==> src/rtl/jk_bank_scheduler_if.sv <==
// Purpose: bundles the two requester handshakes and the JK bank outputs of
//          jk_bank_scheduler.
// Signals:
//   reqN_valid/op/addr  requester N command (op encodes {J,K})
//   reqN_ready          requester N command accepted this cycle
//   j_out/k_out         J/K inputs of the external bank
//   q_shadow            scheduler's model of the bank Q outputs
//   busy                scheduler not idle
//   addr_err            one-cycle pulse for an out-of-range accepted command
// Modports: master = requester/bank side, slave = scheduler side.
interface jk_bank_scheduler_if #(
  parameter int unsigned NUM_FF = 8,
  parameter int unsigned ADDR_W = 3
);
  logic              req0_valid;
  logic [1:0]        req0_op;
  logic [ADDR_W-1:0] req0_addr;
  logic              req0_ready;
  logic              req1_valid;
  logic [1:0]        req1_op;
  logic [ADDR_W-1:0] req1_addr;
  logic              req1_ready;
  logic [NUM_FF-1:0] j_out;
  logic [NUM_FF-1:0] k_out;
  logic [NUM_FF-1:0] q_shadow;
  logic              busy;
  logic              addr_err;

  modport master (
    output req0_valid, req0_op, req0_addr, req1_valid, req1_op, req1_addr,
    input  req0_ready, req1_ready, j_out, k_out, q_shadow, busy, addr_err
  );

  modport slave (
    input  req0_valid, req0_op, req0_addr, req1_valid, req1_op, req1_addr,
    output req0_ready, req1_ready, j_out, k_out, q_shadow, busy, addr_err
  );
endinterface

==> src/rtl/jk_bank_scheduler.sv <==
// Purpose: round-robin scheduler that applies single hold/clear/set/toggle
//          commands from two requesters to a bank of external JK flops,
//          one drive cycle per command followed by a settle interval, and
//          keeps a shadow copy of the bank state.
// Ports:
//   clk    rising-edge clock
//   reset  asynchronous active-high reset
//   bus    jk_bank_scheduler_if.slave (requester handshakes + bank outputs)
module jk_bank_scheduler #(
  parameter int unsigned NUM_FF        = 8,
  parameter int unsigned ADDR_W        = 3,
  parameter int unsigned SETTLE_CYCLES = 1
) (
  input  logic                  clk,
  input  logic                  reset,
  jk_bank_scheduler_if.slave    bus
);

  localparam int unsigned CNT_W = 4;

  typedef enum logic [1:0] {
    ST_IDLE,
    ST_DRIVE,
    ST_SETTLE
  } state_e;

  state_e            state_q, state_d;
  logic              rr_q, rr_d;          // 1: requester 1 favoured on a tie
  logic [1:0]        op_q, op_d;
  logic [ADDR_W-1:0] addr_q, addr_d;
  logic [CNT_W-1:0]  cnt_q, cnt_d;
  logic [NUM_FF-1:0] j_q, j_d;
  logic [NUM_FF-1:0] k_q, k_d;
  logic [NUM_FF-1:0] shadow_q, shadow_d;
  logic              busy_q, busy_d;
  logic              err_q, err_d;

  logic              grant0_c, grant1_c;
  logic [NUM_FF-1:0] cur_mask_c, nxt_mask_c;

  // One-hot select of a flop; out-of-range indices shift out to all-zero.
  function automatic logic [NUM_FF-1:0] onehot(input logic [ADDR_W-1:0] a);
    return NUM_FF'(1) << a;
  endfunction

  // Round-robin grant, only meaningful while idle.
  assign grant0_c = bus.req0_valid && (!bus.req1_valid || !rr_q);
  assign grant1_c = bus.req1_valid && (!bus.req0_valid ||  rr_q);

  assign bus.req0_ready = (state_q == ST_IDLE) && grant0_c;
  assign bus.req1_ready = (state_q == ST_IDLE) && grant1_c;

  assign bus.j_out    = j_q;
  assign bus.k_out    = k_q;
  assign bus.q_shadow = shadow_q;
  assign bus.busy     = busy_q;
  assign bus.addr_err = err_q;

  // State and output registers.
  always_ff @(posedge clk or posedge reset) begin
    if (reset) begin
      state_q  <= ST_IDLE;
      rr_q     <= 1'b0;
      op_q     <= 2'b00;
      addr_q   <= '0;
      cnt_q    <= '0;
      j_q      <= '0;
      k_q      <= '0;
      shadow_q <= '0;
      busy_q   <= 1'b0;
      err_q    <= 1'b0;
    end else begin
      state_q  <= state_d;
      rr_q     <= rr_d;
      op_q     <= op_d;
      addr_q   <= addr_d;
      cnt_q    <= cnt_d;
      j_q      <= j_d;
      k_q      <= k_d;
      shadow_q <= shadow_d;
      busy_q   <= busy_d;
      err_q    <= err_d;
    end
  end

  // Next-state logic; registered outputs are derived from the next state so
  // they line up with the cycle the FSM is in.
  always_comb begin
    state_d    = state_q;
    rr_d       = rr_q;
    op_d       = op_q;
    addr_d     = addr_q;
    cnt_d      = cnt_q;
    shadow_d   = shadow_q;
    j_d        = '0;
    k_d        = '0;
    err_d      = 1'b0;
    cur_mask_c = onehot(addr_q);

    case (state_q)
      ST_IDLE: begin
        if (grant0_c) begin
          op_d    = bus.req0_op;
          addr_d  = bus.req0_addr;
          rr_d    = 1'b1;
          state_d = ST_DRIVE;
        end else if (grant1_c) begin
          op_d    = bus.req1_op;
          addr_d  = bus.req1_addr;
          rr_d    = 1'b0;
          state_d = ST_DRIVE;
        end
      end
      ST_DRIVE: begin
        // Shadow updates on the same edge the external flop captures J/K.
        case (op_q)
          2'b01:   shadow_d = shadow_q & ~cur_mask_c;
          2'b10:   shadow_d = shadow_q |  cur_mask_c;
          2'b11:   shadow_d = shadow_q ^  cur_mask_c;
          default: shadow_d = shadow_q;
        endcase
        if (SETTLE_CYCLES > 0) begin
          cnt_d   = CNT_W'(SETTLE_CYCLES);
          state_d = ST_SETTLE;
        end else begin
          state_d = ST_IDLE;
        end
      end
      ST_SETTLE: begin
        cnt_d = cnt_q - CNT_W'(1);
        if (cnt_q <= CNT_W'(1)) begin
          state_d = ST_IDLE;
        end
      end
      default: state_d = ST_IDLE;
    endcase

    nxt_mask_c = onehot(addr_d);
    if (state_d == ST_DRIVE) begin
      j_d   = {NUM_FF{op_d[1]}} & nxt_mask_c;
      k_d   = {NUM_FF{op_d[0]}} & nxt_mask_c;
      err_d = (nxt_mask_c == '0);
    end
    busy_d = (state_d != ST_IDLE);
  end

endmodule

==> src/flat_wrapper.sv <==
// flat-port wrapper written by rule: the top's interface ports become plain ports
module jk_bank_scheduler_flat 
#(
  parameter int unsigned NUM_FF        = 8,
  parameter int unsigned ADDR_W        = 3,
  parameter int unsigned SETTLE_CYCLES = 1
)
  (clk, reset, bus_req0_valid, bus_req0_op, bus_req0_addr, bus_req1_valid, bus_req1_op, bus_req1_addr, bus_req0_ready, bus_req1_ready, bus_j_out, bus_k_out, bus_q_shadow, bus_busy, bus_addr_err);
  jk_bank_scheduler_if #(.NUM_FF(NUM_FF), .ADDR_W(ADDR_W)) bus_i ();
  input  logic clk;
  input  logic reset;
  input wire logic [$bits(bus_i.req0_valid)-1:0] bus_req0_valid;
  input wire logic [$bits(bus_i.req0_op)-1:0] bus_req0_op;
  input wire logic [$bits(bus_i.req0_addr)-1:0] bus_req0_addr;
  input wire logic [$bits(bus_i.req1_valid)-1:0] bus_req1_valid;
  input wire logic [$bits(bus_i.req1_op)-1:0] bus_req1_op;
  input wire logic [$bits(bus_i.req1_addr)-1:0] bus_req1_addr;
  output wire logic [$bits(bus_i.req0_ready)-1:0] bus_req0_ready;
  output wire logic [$bits(bus_i.req1_ready)-1:0] bus_req1_ready;
  output wire logic [$bits(bus_i.j_out)-1:0] bus_j_out;
  output wire logic [$bits(bus_i.k_out)-1:0] bus_k_out;
  output wire logic [$bits(bus_i.q_shadow)-1:0] bus_q_shadow;
  output wire logic [$bits(bus_i.busy)-1:0] bus_busy;
  output wire logic [$bits(bus_i.addr_err)-1:0] bus_addr_err;
  assign bus_i.req0_valid = bus_req0_valid;
  assign bus_i.req0_op = bus_req0_op;
  assign bus_i.req0_addr = bus_req0_addr;
  assign bus_i.req1_valid = bus_req1_valid;
  assign bus_i.req1_op = bus_req1_op;
  assign bus_i.req1_addr = bus_req1_addr;
  assign bus_req0_ready = bus_i.req0_ready;
  assign bus_req1_ready = bus_i.req1_ready;
  assign bus_j_out = bus_i.j_out;
  assign bus_k_out = bus_i.k_out;
  assign bus_q_shadow = bus_i.q_shadow;
  assign bus_busy = bus_i.busy;
  assign bus_addr_err = bus_i.addr_err;
  jk_bank_scheduler #(.NUM_FF(NUM_FF), .ADDR_W(ADDR_W), .SETTLE_CYCLES(SETTLE_CYCLES)) u_core (.clk(clk), .reset(reset), .bus(bus_i));
endmodule
==> config.mk <==
export PLATFORM = sky130hd
export DESIGN_NAME = jk_bank_scheduler_flat
export DESIGN_NICKNAME = d
export VERILOG_FILES = /design/src/rtl/jk_bank_scheduler_if.sv /design/src/rtl/jk_bank_scheduler.sv /design/src/flat_wrapper.sv
export SDC_FILE = /design/constraint.sdc
export NUM_CORES = 1
export LEC_CHECK = 0
export CAP_MARGIN = 20
export CORE_UTILIZATION = 40
export CTS_CLUSTER_DIAMETER = 150
export CTS_CLUSTER_SIZE = 24
export DETAILED_ROUTE_END_ITERATION = 7
export GPL_TIMING_DRIVEN = 0
export PLACE_DENSITY_LB_ADDON = 0.08
export SKIP_LAST_GASP = 1
export SLEW_MARGIN = 5
export SYNTH_ARGS = -nofsm -noshare
export SYNTH_HDL_FRONTEND = slang
export SYNTH_SLANG_ARGS = --single-unit
==> constraint.sdc <==
create_clock -name clk -period 1.95 [get_ports clk]
set_input_delay 0.2925 -clock clk [delete_from_list [all_inputs] [get_ports clk]]
set_output_delay 0.2925 -clock clk [all_outputs]
set_load 0.01 [all_outputs]
==> Word level (Yosys, flattened, before mapping) <==
Index checks and enable logic that the tools add are counted.
{ "word_totals": {"register_bits": 38, "word_cells": 60} }
{ "op_classes": {"n_bitwise": 6, "muxes": 17, "eq_ne": 6, "n_reduce_logical": 17, "shift": 2, "addsub": 1, "order_cmp": 1} }
{ "op_table": {"columns": ["op", "n"], "rows": [
  ["8-bit AND", 3],
  ["8-bit one-hot mux with 3 select lines", 1],
  ["8-bit two-way mux", 2],
  ["1-bit by 3-bit << shifter with 8-bit output (first input constant)", 2],
  ["2-bit two-way mux", 6],
  ["3-bit two-way mux", 3],
  ["8-bit zero test", 1],
  ["8-bit inverter", 1],
  ["8-bit OR", 1],
  ["4-bit one-hot mux with 2 select lines", 1],
  ["8-bit XOR", 1],
  ["2-bit by 1-bit equality test with 1-bit output (second input constant)", 3],
  ["2-bit equality test (second input constant)", 3],
  ["2-bit one-hot mux with 3 select lines", 1],
  ["2-bit nonzero test", 3],
  ["4-bit by 1-bit <= comparator with 1-bit output (second input constant)", 1],
  ["1-bit logical AND", 4],
  ["2-bit AND reduction", 2],
  ["4-bit by 1-bit subtractor with 4-bit output (second input constant)", 1],
  ["1-bit zero test", 3],
  ["1-bit two-way mux", 3],
  ["3-bit nonzero test", 1],
  ["2-bit zero test", 1],
  ["1-bit logical OR", 2]
]} }

==> Depth between registers and ports, before layout <==
{ "logic_depth": {"word_depth": 9, "ltp_mapped": 8} }

==> Least setup slack after synthesis <==
Ideal clock, no wire load.
{ "synth_timing": {"path_kind": "register -> register", "from": "reg u_core.state_q[0]", "to": "reg u_core.j_q[2] (netlist: u_core.bus.j_out[2])", "path_buffers": 0, "setup_time_ps": 73, "required_time_ps": 1877, "stages_incl_launch_ff": 8, "t_arrival_ps": 1753, "slack_ps": 124, "path_cell_list": "dfrtp_1 -> inv_1 -> ha_1 -> and2_4 -> and2_4 -> a21o_2 -> or3_1 -> nor2_1"} }
{ "synth_via": {"elab_chain_cells": 5} }
{ "synth_lines": {"columns": ["element", "line_no", "rtl"], "rows": [
  ["start, declared", "jk_bank_scheduler.sv:27", "state_e state_q, state_d;"],
  ["start signal, assigned", "jk_bank_scheduler.sv:73", "state_q <= state_d;"],
  ["2-bit zero test", "jk_bank_scheduler.sv:100", "case (state_q)"],
  ["3-bit two-way mux", "jk_bank_scheduler.sv:100", null],
  ["named net u_core.addr_d[0]", "jk_bank_scheduler.sv:30", "logic [ADDR_W-1:0] addr_q, addr_d;"],
  ["1-bit by 3-bit << shifter with 8-bit output", "jk_bank_scheduler.sv:43", "return NUM_FF'(1) << a;"],
  ["8-bit AND", "jk_bank_scheduler.sv:140", "j_d = {NUM_FF{op_d[1]}} & nxt_mask_c;"],
  ["8-bit two-way mux", "jk_bank_scheduler.sv:139", "if (state_d == ST_DRIVE) begin"],
  ["named net u_core.j_d[2]", "jk_bank_scheduler.sv:32", "logic [NUM_FF-1:0] j_q, j_d;"],
  ["end signal, assigned", "jk_bank_scheduler.sv:78", "j_q <= j_d;"],
  ["end, declared", "jk_bank_scheduler.sv:32", null]
]} }
The timed path passes the listed nets, and every way through them passes these cells.
A chain may end at the register's enable or synchronous reset.

==> Worst setup path in the final report <==
{ "layout_timing": {"from": "reg u_core.cnt_q[0]", "to": "reg u_core.j_q[1] (netlist: u_core.bus.j_out[1])"} }
{ "layout_via": {"elab_chain_cells": 5} }
{ "layout_lines": {"columns": ["element", "line_no", "rtl"], "rows": [
  ["start, declared", "jk_bank_scheduler.sv:31", "logic [CNT_W-1:0] cnt_q, cnt_d;"],
  ["start signal, assigned", "jk_bank_scheduler.sv:77", "cnt_q <= cnt_d;"],
  ["4-bit by 1-bit <= comparator with 1-bit output", "jk_bank_scheduler.sv:131", "if (cnt_q <= CNT_W'(1)) begin"],
  ["2-bit two-way mux", "jk_bank_scheduler.sv:131", null],
  ["2-bit one-hot mux with 3 select lines", "jk_bank_scheduler.sv:100", null],
  ["2-bit by 1-bit equality test with 1-bit output", "jk_bank_scheduler.sv:139", null],
  ["8-bit two-way mux", "jk_bank_scheduler.sv:139", null],
  ["named net u_core.j_d[1]", "jk_bank_scheduler.sv:32", null]
]} }
The timed path passes the listed nets, and every way through them passes these cells.

==> summary.md <==
| Metric | Value |
|---|---|
| First-pass GRT wire length | `7.87 mm` |
| Crit path capture | `u_core.bus.j_out[1]` |
| Reg-to-reg critical path startpoint | `u_core.cnt_q[0]` |
| Fill cell count | `428` |
| Worst Setup End Kind | `register` |
| Placement Rows | `25` |
| Share of layout cells above drive strength 1 | `0.212` |
| Post-route cell area | `around 2900 um^2` |
| Post-synthesis mux area share | `0.0249` |
| Ys async rst share | `1.00` |
| GRT Overall Usage | `0.193` |
| Final hold violations | `0` |
| Core ar. | `4850 um^2` |
| Largest family of logic cells by synthesized area | `compound AO/OA/AOI/OAI gates` |
| Setup slack, reg-to-reg | `0.06 ns` |
| Worst Path Required | `around 2.2 ns` |
| Top-area cell type share of the netlist area | `0.462` |
| Slew margin rel. | `0.466` |
| Clk root buf | `clkbuf_8` |
| Drt pass-1 iters | `4` |
| Via-to-Cell Ratio | `roughly 5.2` |
| Synth Area in XOR/XNOR | `0` |
| Post-layout util | `0.589` |
| Pwr Density | `1450 nW/um^2` |
| Synth-to-Final Area Change | `38.7%` |
| Setup Skew | `0.00872 ns` |
| Met2 routed WL | `roughly 2.3 mm` |
| Area after DPL | `2550 um^2` |
| Antenna violations before repair | `0` |
| Unrepaired setup endpoints after global routing | `true` |
| Die Height | `73.8 um` |
| Synth Area in Compound Gates | `0.173` |
| Final min period | `about 1.9 ns` |
| VDD IR max | `0.698 mV` |
| Reg2reg end | `u_core.bus.j_out[1]` |
| Clock transition at path regs | `0.07 ns` |
| Worst-case clock buffer depth | `2` |
| Crit Path Class | `register to register` |
| Cells after Synth | `204` |
| Remaining antenna violation count | `0` |
| Count of cell types in the netlist | `42` |
| Grt ovf | `0` |
| TritonCTS buffer count | `5` |
| Arr. time, crit path | `2.11 ns` |
| FF/Latch Area | `~950 um^2` |
| Top post-synthesis cells by area | `dfrtp_1, ha_1, nor2_1` |
| Die X | `73.8 um` |
| Vias in the first global route | `1717` |
| Routed via count | `1708` |
| Maxcap violations | `0` |
| Hpwl dp | `3.37 mm` |
| Net count after synthesis | `240` |
| Final TNS setup | `0 ns` |
| Synth Register Bits | `38` |
| Residual DRC | `0` |
| Endpoints failing setup | `0` |
| Crit start category | `register` |
| Leak | `1.26 nW` |
| Worst-skew pair later-pin latency | `~0.29 ns` |
| Top_reg_cell synth | `dfrtp_1` |
| Net count, final | `299` |
| EDFF count, synth | `0` |
| Max Freq | `530 MHz` |
| Worst Path Max Fanout | `4` |
| Max-slew violations | `0` |
| # H-tree levels | `2` |
| CTS tree | `done` |
| Top-count cell post-synth | `dfrtp_1` |
| Mapped Area | `2060 um^2` |
| Top post-synthesis cells by count | `dfrtp_1, nor2_1, ha_1` |
| Diode count | `0` |
| Mean Syn Cell Area | `10.1 um^2` |
| Port Buffers | `a little over 40` |
| Die ar. | `5440 um^2` |
| # IOs | `42` |
| Area leader, netlist | `dfrtp_1` |
| Area of the multi-input gates | `1130 um^2` |
| Initial Utilization | `0.425` |
| HP Class | `input port to async pin` |
| Pin count of the biggest net entering global routing | `39` |
| Worst setup path start | `u_core.cnt_q[0]` |
| Post-Synth Adder-Cell Area | `0.134` |
| M1 wire length | `2.27 mm` |
| Average wire per standard cell | `14.5 um` |
| Metal3 WL | `180 um` |
| Worst Tran Pin Value | `approximately 0.80 ns` |
| Final Wtd Congestion | `between 0.7 and 0.8` |
| Outcome | `complete, no violations` |
| PnR Total Power | `4.15 mW` |
| Clock sink count | `38` |
| Simple-Gate Fraction of Synth Area | `0.157` |
| R2R depth | `8` |
| Number of synthesis warnings | `0` |
| Initial DRC count | `122` |
| Post-Route WL | `around 4.8 mm` |
| Period utilization | `0.967` |
| Seq/Total Area, Yosys | `0.462` |
| Top sig layer | `met4` |
## metrics by stage
stage          hold slack (ns)  setup slack [ns]  cells
2_1_floorplan            0.399             0.124    204
3_3_place_gp             0.508            -0.265    312
3_5_place_dp             0.511            -0.258    312
4_1_cts                  0.495           -0.0173    324
5_1_grt                  0.556           -0.0122    331
6_report                 0.468            0.0635    331
## layout by cell type (no fill, tap or decap), types with 7 or more instances in the layout
| master | synthesis | layout |
|---|---|---|
| a22oi_1 | 8 | 8 |
| clkdlybuf4s50_1 | 0 | 39 |
| nor2_1 | 23 | 18 |
| buf_4 | 0 | 10 |
| inv_2 | 2 | 7 |
| ha_1 | 22 | 16 |
| nand2_1 | 11 | 11 |
| inv_1 | 21 | 16 |
| dfrtp_1 | 38 | 37 |
## worst min-delay path by stage
stage | startpoint | to | depth (start not counted)
2_1_floorplan | bus_req1_valid | u_core.rr_q | 1
3_3_place_gp | u_core.rr_q | u_core.rr_q | 1
3_5_place_dp | u_core.rr_q | u_core.rr_q | 1
4_1_cts | reset | u_core.bus.q_shadow[2] | 2
5_1_grt | reset | u_core.bus.q_shadow[3] | 2
6_report | reset | u_core.bus.k_out[7] | 2
## layout make-up
type | count | share of cell area
multi-input cells | 140 | 0.395
clock buffers | 6 | 0.0289
repair buffers | 53 | 0.176
clock inverters | 2 | 0.00438
flip-flops and latches | 38 | 0.333
inverters | 23 | 0.0302
well taps | 67 | 0.0293
plain buffers | 2 | 0.00263
## routing by layer
layer | GRT usage | up-vias
met5 | 0 | -
met4 | 0.0726 | 0
met3 | 0.0466 | 6
met2 | 0.308 | 46
met1 | 0.254 | 829
li1 | - | 827
## sequential cells by signal, indices dropped and copies added, names as in the netlist
name                 count
u_core.rr_q              1
u_core.cnt_q             4
u_core.state_q           2
u_core.op_q              2
u_core.bus.busy          1
u_core.bus.q_shadow      8
u_core.bus.j_out         8
u_core.bus.k_out         8
u_core.bus.addr_err      1
u_core.addr_q            3
## power breakdown
part           switching (mW)  internal (mW)  total [mW]
clock                   0.297          0.284       0.581
sequential              0.203           1.01        1.22
combinational            1.23           1.12        2.35
total                    1.73           2.42        4.15
## cell families (layout without fill, tap and decap cells)
logic type,after synthesis,count (layout)
mux,5,5
other cells,1,1
compound gates,48,48
flops,38,38
simple gates,64,64
buf+inv,26,86
fa+ha+maj,22,22
## worst max-delay path, cell delays in order, from the launching register on
cell and delay [ns]:
dfrtp_2 0.43, buf_4 0.15, ha_4 0.16, nor2_4 0.11, o311a_1 0.17, o211ai_1 0.13
buf_4 0.18, or3b_4 0.41, nor2_2 0.09
## what timing repair did
item / in CTS / in global routing
pin swaps: 7 / 12
hold endpoints to repair: 0 / 0
setup endpoints to repair: 14 / 14
resized for setup: 15 / 22
buffers inserted: 4 / 8
hold buffers: 0 / 0
cloned: 0 / 0
No activity file was read; power rests on OpenSTA's default activity.
